### config.mk
export PLATFORM = sky130hd
export DESIGN_NAME = bw_bbox_tracker_flat
export DESIGN_NICKNAME = d
export VERILOG_FILES = /design/src/rtl/bw_bbox_tracker_pkg.sv /design/src/rtl/bw_bbox_tracker_if.sv /design/src/rtl/bw_bbox_tracker_raster_counter.sv /design/src/rtl/bw_bbox_tracker.sv /design/src/flat_wrapper.sv
export SDC_FILE = /design/constraint.sdc
export NUM_CORES = 1
export LEC_CHECK = 0
export CORE_MARGIN = 4
export CORE_UTILIZATION = 50
export DETAILED_ROUTE_END_ITERATION = 10
export PLACE_DENSITY = 0.72
export SYNTH_ARGS = -nofsm -noshare
export SYNTH_HDL_FRONTEND = slang
export SYNTH_SLANG_ARGS = --single-unit
### constraint.sdc
create_clock -name clk -period 3.41 [get_ports clk]
set_input_delay 0.682 -clock clk [delete_from_list [all_inputs] [get_ports clk]]
set_output_delay 0.682 -clock clk [all_outputs]
set_load 0.05 [all_outputs]
### src/rtl/bw_bbox_tracker_pkg.sv
`default_nettype none
// +----------------------------------------------------------------------+
// | obj_det_pkg : shared frame geometry, BW pixel value, tracker states  |
// | rev 1.0                                                              |
// +----------------------------------------------------------------------+
package obj_det_pkg;

  localparam int DEF_FRAME_W    = 320;
  localparam int DEF_FRAME_H    = 240;
  localparam int DEF_MIN_PIXELS = 64;
  localparam int DEF_X_W        = $clog2(DEF_FRAME_W);
  localparam int DEF_Y_W        = $clog2(DEF_FRAME_H);
  localparam int DEF_CNT_W      = $clog2(DEF_FRAME_W * DEF_FRAME_H + 1);

  localparam logic [7:0] BW_OBJ = 8'd255;

  typedef enum logic [1:0] {
    IDLE   = 2'd0,
    SCAN   = 2'd1,
    REPORT = 2'd2
  } state_e;

endpackage
`default_nettype wire

### src/rtl/bw_bbox_tracker_if.sv
`default_nettype none
// +----------------------------------------------------------------------+
// | bw_bbox_tracker_if : pixel stream in, frame result out               |
// | rev 1.0                                                              |
// +----------------------------------------------------------------------+
interface bw_bbox_tracker_if
  import obj_det_pkg::*;
#(
  parameter int X_W   = DEF_X_W,
  parameter int Y_W   = DEF_Y_W,
  parameter int CNT_W = DEF_CNT_W
) ();

  logic [7:0]       pix_in;
  logic             pix_valid;
  logic             pix_sof;
  logic             pix_ready;
  logic             res_valid;
  logic             obj_found;
  logic [CNT_W-1:0] obj_count;
  logic [X_W-1:0]   x_min;
  logic [X_W-1:0]   x_max;
  logic [Y_W-1:0]   y_min;
  logic [Y_W-1:0]   y_max;

  modport master (
    output pix_in, pix_valid, pix_sof,
    input  pix_ready, res_valid, obj_found, obj_count, x_min, x_max, y_min, y_max
  );

  modport slave (
    input  pix_in, pix_valid, pix_sof,
    output pix_ready, res_valid, obj_found, obj_count, x_min, x_max, y_min, y_max
  );

endinterface
`default_nettype wire

### src/rtl/bw_bbox_tracker_raster_counter.sv
`default_nettype none
// +----------------------------------------------------------------------+
// | raster_counter : col/row position with sof restart and frame-end flag|
// | rev 1.0                                                              |
// +----------------------------------------------------------------------+
module raster_counter #(
  parameter int FRAME_W = 320,
  parameter int FRAME_H = 240,
  parameter int X_W     = 9,
  parameter int Y_W     = 8
) (
  input  wire logic           clk,
  input  wire logic           resetn,
  input  wire logic           en_i,
  input  wire logic           sof_i,
  output logic [X_W-1:0]      col_o,
  output logic [Y_W-1:0]      row_o,
  output logic                eof_o
);

  logic [X_W-1:0] col_q, col_d;
  logic [Y_W-1:0] row_q, row_d;
  logic           w_col_last;
  logic           w_row_last;

  // sof forces the current pixel to (0,0) regardless of where the count was
  assign col_o      = sof_i ? '0 : col_q;
  assign row_o      = sof_i ? '0 : row_q;
  assign w_col_last = (col_o == X_W'(FRAME_W - 1));
  assign w_row_last = (row_o == Y_W'(FRAME_H - 1));
  assign eof_o      = w_col_last && w_row_last;

  always_comb begin
    col_d = col_q;
    row_d = row_q;
    if (en_i) begin
      if (w_col_last) begin
        col_d = '0;
        row_d = w_row_last ? '0 : row_o + 1'b1;
      end else begin
        col_d = col_o + 1'b1;
        row_d = row_o;
      end
    end
  end

  always_ff @(posedge clk) begin
    if (!resetn) begin
      col_q <= '0;
      row_q <= '0;
    end else begin
      col_q <= col_d;
      row_q <= row_d;
    end
  end

endmodule
`default_nettype wire

### src/rtl/bw_bbox_tracker.sv
`default_nettype none
// +----------------------------------------------------------------------+
// | bw_bbox_tracker : per-frame bounding box and object-pixel count      |
// | rev 1.0                                                              |
// +----------------------------------------------------------------------+
module bw_bbox_tracker
  import obj_det_pkg::*;
#(
  parameter int FRAME_W    = DEF_FRAME_W,
  parameter int FRAME_H    = DEF_FRAME_H,
  parameter int MIN_PIXELS = DEF_MIN_PIXELS,
  parameter int X_W        = DEF_X_W,
  parameter int Y_W        = DEF_Y_W,
  parameter int CNT_W      = DEF_CNT_W
) (
  input  wire logic         clk,
  input  wire logic         resetn,
  bw_bbox_tracker_if.slave  bus
);

  state_e           state_q, state_d;
  logic             w_ready, w_beat, w_proc, w_obj, w_eof, w_frame_end;
  logic [X_W-1:0]   w_col;
  logic [Y_W-1:0]   w_row;
  logic [CNT_W-1:0] w_base_cnt;

  logic [CNT_W-1:0] cnt_q, cnt_d;
  logic [X_W-1:0]   xmin_q, xmin_d, xmax_q, xmax_d;
  logic [Y_W-1:0]   ymin_q, ymin_d, ymax_q, ymax_d;

  logic             res_found_q;
  logic [CNT_W-1:0] res_cnt_q;
  logic [X_W-1:0]   res_xmin_q, res_xmax_q;
  logic [Y_W-1:0]   res_ymin_q, res_ymax_q;

  assign w_ready     = (state_q != REPORT);
  assign w_beat      = bus.pix_valid && w_ready;
  // non-sof beats in IDLE are consumed but ignored
  assign w_proc      = w_beat && (bus.pix_sof || (state_q == SCAN));
  assign w_obj       = (bus.pix_in == BW_OBJ);
  assign w_frame_end = w_proc && w_eof;

  raster_counter #(
    .FRAME_W (FRAME_W),
    .FRAME_H (FRAME_H),
    .X_W     (X_W),
    .Y_W     (Y_W)
  ) u_raster (
    .clk    (clk),
    .resetn (resetn),
    .en_i   (w_proc),
    .sof_i  (bus.pix_sof),
    .col_o  (w_col),
    .row_o  (w_row),
    .eof_o  (w_eof)
  );

  always_comb begin
    state_d = state_q;
    case (state_q)
      IDLE:    if (w_proc) state_d = w_frame_end ? REPORT : SCAN;
      SCAN:    if (w_frame_end) state_d = REPORT;
      REPORT:  state_d = IDLE;
      default: state_d = IDLE;
    endcase
  end

  // a sof beat restarts the frame, so the old count is ignored for that pixel
  assign w_base_cnt = bus.pix_sof ? '0 : cnt_q;

  always_comb begin
    cnt_d  = cnt_q;
    xmin_d = xmin_q;
    xmax_d = xmax_q;
    ymin_d = ymin_q;
    ymax_d = ymax_q;
    if (w_proc) begin
      cnt_d = w_base_cnt + CNT_W'(w_obj);
      if (w_obj) begin
        if (w_base_cnt == '0) begin
          xmin_d = w_col;
          xmax_d = w_col;
          ymin_d = w_row;
          ymax_d = w_row;
        end else begin
          if (w_col < xmin_q) xmin_d = w_col;
          if (w_col > xmax_q) xmax_d = w_col;
          if (w_row < ymin_q) ymin_d = w_row;
          if (w_row > ymax_q) ymax_d = w_row;
        end
      end
    end
  end

  always_ff @(posedge clk) begin
    if (!resetn) begin
      state_q <= IDLE;
      cnt_q   <= '0;
      xmin_q  <= '0;
      xmax_q  <= '0;
      ymin_q  <= '0;
      ymax_q  <= '0;
    end else begin
      state_q <= state_d;
      cnt_q   <= cnt_d;
      xmin_q  <= xmin_d;
      xmax_q  <= xmax_d;
      ymin_q  <= ymin_d;
      ymax_q  <= ymax_d;
    end
  end

  // results load on the last beat so they are valid alongside the REPORT pulse
  always_ff @(posedge clk) begin
    if (!resetn) begin
      res_found_q <= 1'b0;
      res_cnt_q   <= '0;
      res_xmin_q  <= '0;
      res_xmax_q  <= '0;
      res_ymin_q  <= '0;
      res_ymax_q  <= '0;
    end else if (w_frame_end) begin
      res_found_q <= (cnt_d >= CNT_W'(MIN_PIXELS));
      res_cnt_q   <= cnt_d;
      res_xmin_q  <= (cnt_d == '0) ? '0 : xmin_d;
      res_xmax_q  <= (cnt_d == '0) ? '0 : xmax_d;
      res_ymin_q  <= (cnt_d == '0) ? '0 : ymin_d;
      res_ymax_q  <= (cnt_d == '0) ? '0 : ymax_d;
    end
  end

  assign bus.pix_ready = w_ready;
  assign bus.res_valid = (state_q == REPORT);
  assign bus.obj_found = res_found_q;
  assign bus.obj_count = res_cnt_q;
  assign bus.x_min     = res_xmin_q;
  assign bus.x_max     = res_xmax_q;
  assign bus.y_min     = res_ymin_q;
  assign bus.y_max     = res_ymax_q;

endmodule
`default_nettype wire
### src/flat_wrapper.sv
// flat-port wrapper written by rule: the top's interface ports become plain ports
module bw_bbox_tracker_flat import obj_det_pkg::*;
#(
  parameter int FRAME_W    = DEF_FRAME_W,
  parameter int FRAME_H    = DEF_FRAME_H,
  parameter int MIN_PIXELS = DEF_MIN_PIXELS,
  parameter int X_W        = DEF_X_W,
  parameter int Y_W        = DEF_Y_W,
  parameter int CNT_W      = DEF_CNT_W
)
  (clk, resetn, bus_pix_in, bus_pix_valid, bus_pix_sof, bus_pix_ready, bus_res_valid, bus_obj_found, bus_obj_count, bus_x_min, bus_x_max, bus_y_min, bus_y_max);
  bw_bbox_tracker_if #(.X_W(X_W), .Y_W(Y_W), .CNT_W(CNT_W)) bus_i ();
  input  wire logic clk;
  input  wire logic resetn;
  input wire logic [$bits(bus_i.pix_in)-1:0] bus_pix_in;
  input wire logic [$bits(bus_i.pix_valid)-1:0] bus_pix_valid;
  input wire logic [$bits(bus_i.pix_sof)-1:0] bus_pix_sof;
  output wire logic [$bits(bus_i.pix_ready)-1:0] bus_pix_ready;
  output wire logic [$bits(bus_i.res_valid)-1:0] bus_res_valid;
  output wire logic [$bits(bus_i.obj_found)-1:0] bus_obj_found;
  output wire logic [$bits(bus_i.obj_count)-1:0] bus_obj_count;
  output wire logic [$bits(bus_i.x_min)-1:0] bus_x_min;
  output wire logic [$bits(bus_i.x_max)-1:0] bus_x_max;
  output wire logic [$bits(bus_i.y_min)-1:0] bus_y_min;
  output wire logic [$bits(bus_i.y_max)-1:0] bus_y_max;
  assign bus_i.pix_in = bus_pix_in;
  assign bus_i.pix_valid = bus_pix_valid;
  assign bus_i.pix_sof = bus_pix_sof;
  assign bus_pix_ready = bus_i.pix_ready;
  assign bus_res_valid = bus_i.res_valid;
  assign bus_obj_found = bus_i.obj_found;
  assign bus_obj_count = bus_i.obj_count;
  assign bus_x_min = bus_i.x_min;
  assign bus_x_max = bus_i.x_max;
  assign bus_y_min = bus_i.y_min;
  assign bus_y_max = bus_i.y_max;
  bw_bbox_tracker #(.FRAME_W(FRAME_W), .FRAME_H(FRAME_H), .MIN_PIXELS(MIN_PIXELS), .X_W(X_W), .Y_W(Y_W), .CNT_W(CNT_W)) u_core (.clk(clk), .resetn(resetn), .bus(bus_i));
endmodule
==> metrics <==
Cells after Synth 739; crit path launch type input port; worst setup path class in2reg; cells along the critical path clkdlybuf4s50_1, nand4_1, or3_4, nor2_4, ha_4, nand2_2, nor3_4, nand4_1, xnor2_2, nand3_2, nor4_4, buf_6, clkbuf_16, o31ai_1; Worst Path Buf+Inv 3; Nets 905; syn_area_per_cell 8.39 µm²; DP HPWL 12600 µm; status completed; delay-heaviest family, CP simple AND/OR/NAND/NOR gates; Post-synth top flop dfxtp_1; Routed WL per cell 17.5 µm; diodes inserted 0; Die X 119 µm; die height 119 µm; max-slew violation count 0; Pwr Total 0.00354 W; CTS root buf clkbuf_16; final core occ 69.2%; Synth top cells by count 122 x dfxtp_1, 102 x nand2_1, 76 x nor2_1; I/O pin cnt 66; routability cong. 0.926; Max Clock Freq 0.300 GHz; # H-tree levels 4; Setup WS pre-CTS -343 ps; Critical-path top delay cell clkdlybuf4s50_1; Starting Density 51.4%; sequential-to-total area share from yosys stat 39.4%; Setup Skew 6.34 ps; count leader, synth dfxtp_1; GRT overflow 0; Max Cap Viol 0; clock slew at reported path FFs 50 ps; Die ar. 14200 µm²; vias per cell 5.66; worst setup margin 74.2 ps; area grow syn2layout 34.6%; Clock Sinks 122; worst rel slew slack 58.2%; total number of vias 5907; Peak VDD IR 0.000413 V; Core Box Area 12100 µm²; most used cell, CP nand4_1; first-pass iteration count of the detailed router 8; critical path data required time 3710 ps; Synth async-reset ratio 0%; Post-synth EDFFs 0; TritonCTS clock tree built; vias in the first global route 5695; Yosys top cell by area dfxtp_1; layout cells sized above 1 15.3%; Worst R2R Setup Slack 500 ps; initial antenna violation count 0; Mapped Area 6200 µm²; area share of the largest cell type after synthesis 39.4%; drt drc 0; FP Rows 40; clock latency on the worst-skew pair 420 ps; Final Setup Violations 0; Syn Nets 781; global-route wire length before repair 28600 µm; final hold vios 0; CP endpoint kind register; cts bufs inserted 17; min cycle time layout 3340 ps; period utilisation layout 97.8%; largest net degree at the start of global routing 35; synth top area cells dfxtp_1 39%, nand2_1 6.2%, ha_1 6.1%; initial drt markers 524; Overall Global Routing Usage 25.1%; Worst path max stage delay 460 ps; Slew @ Worst Pin 620 ps; synth unique cells 64; Worst Hold Class reg2reg; Final ANT Viol Nets 0; synth warn 0; Seq cells post-synth 122; CP Max Fanout 8; IO Port Bufs 65; total routed wirelength 18300 µm; CP arrival 3640 ps; PD cells 424 nW/µm²; P_leak 3.15 nW; Fillers 930; CTS Buffer Depth 2
timing repair:
action | 4_1_cts | 5_1_grt
resized for setup | 0 | 10
setup buffers | 0 | 1
hold buffers | 0 | 0
hold endpoints to repair | 0 | 0
setup endpoints to repair | 0 | 34
per-layer routing:
layer | track usage (%) | wire [µm]
met4 | 8.52 | 350
met5 | 0 | 0
met1 | 33.5 | 8200
met3 | 5.89 | 1340
met2 | 39.9 | 8390
registers in the layout (all words and copies together) (netlist names):
name / count
u_core.bus.x_max: 9
u_core.ymax_q: 8
u_core.state_q: 2
u_core.bus.y_min: 8
u_core.u_raster.col_q: 9
u_core.cnt_q: 17
u_core.ymin_q: 8
u_core.bus.obj_found: 1
u_core.xmax_q: 9
u_core.bus.x_min: 9
u_core.xmin_q: 9
u_core.u_raster.row_q: 8
u_core.bus.obj_count: 17
u_core.bus.y_max: 8
final timing paths:
path / start / end / cells after the start
min reg2reg: u_core.bus.y_max[5] / u_core.bus.y_max[5] / 2
max: bus_pix_in[4] / u_core.bus.y_min[1] / 14
max reg2reg: u_core.cnt_q[0] / u_core.bus.y_min[1] / 13
min: u_core.bus.y_max[5] / u_core.bus.y_max[5] / 2
cell usage in the layout (no fill, tap or decap), types with 3 or more instances in the layout:
master and n:
dfxtp_1 122, nand2_1 101, nor2_1 74, buf_4 67
clkdlybuf4s50_1 65, inv_1 38, mux2i_1 34, o21ai_0 30
o31ai_1 30, ha_1 29, a21oi_1 26, nor2b_1 23
clkbuf_16 19, nand4_1 15, a211oi_1 14, and2_1 13
nand3_1 13, nor3_1 11, o21ai_1 10, nor4_1 10
xnor2_1 10, nand2b_1 9, buf_12 8, and4_1 7
and3_1 6, nand4b_1 5, a31oi_1 5, bufinv_16 5
clkinvlp_4 4, o21a_1 3, inv_2 3, a21o_1 3
xor2_1 3, o211ai_1 3, o211a_1 3
worst min-delay path, cell delays in order, from the launching register on:
cell	delay (ps)
dfxtp_1	300
nand2_1	50
o21ai_1	50
metrics by stage:
step	TNS, ps	instance area [µm²]	instances	hold slack [ps]
floorplan	0	6240	739	432
global placement	-9010	7560	1007	431
detailed placement	-13620	7560	1007	441
CTS	0	8210	1038	448
global route	-252	8340	1043	474
finish	0	8340	1043	444
area by class of cell:
type	instances	area (µm²)	share of cell area [%]
repair buffers	144	1390	16.6
flip-flops and latches	122	2440	29.3
multi-input cells	537	3500	42.0
inverters	41	154	1.84
clock inverters	11	194	2.32
well taps	168	210	2.52
clock buffers	20	457	5.47
power breakdown:
group	switching [W]	internal [W]
Sequential	0.00000218	0.00143
Combinational	0.0000801	0.0000457
Clock	0.000650	0.00133
cells by family after synthesis:
logic type / after synthesis / share of synthesized area [%]
buf+inv: 80 / 5.23
mux: 36 / 5.91
compound gates: 147 / 16.3
flops: 122 / 39.4
xor+xnor: 15 / 2.12
simple gates: 308 / 24.8
fa+ha+maj: 31 / 6.21
(Power assumes the default switching activity.)
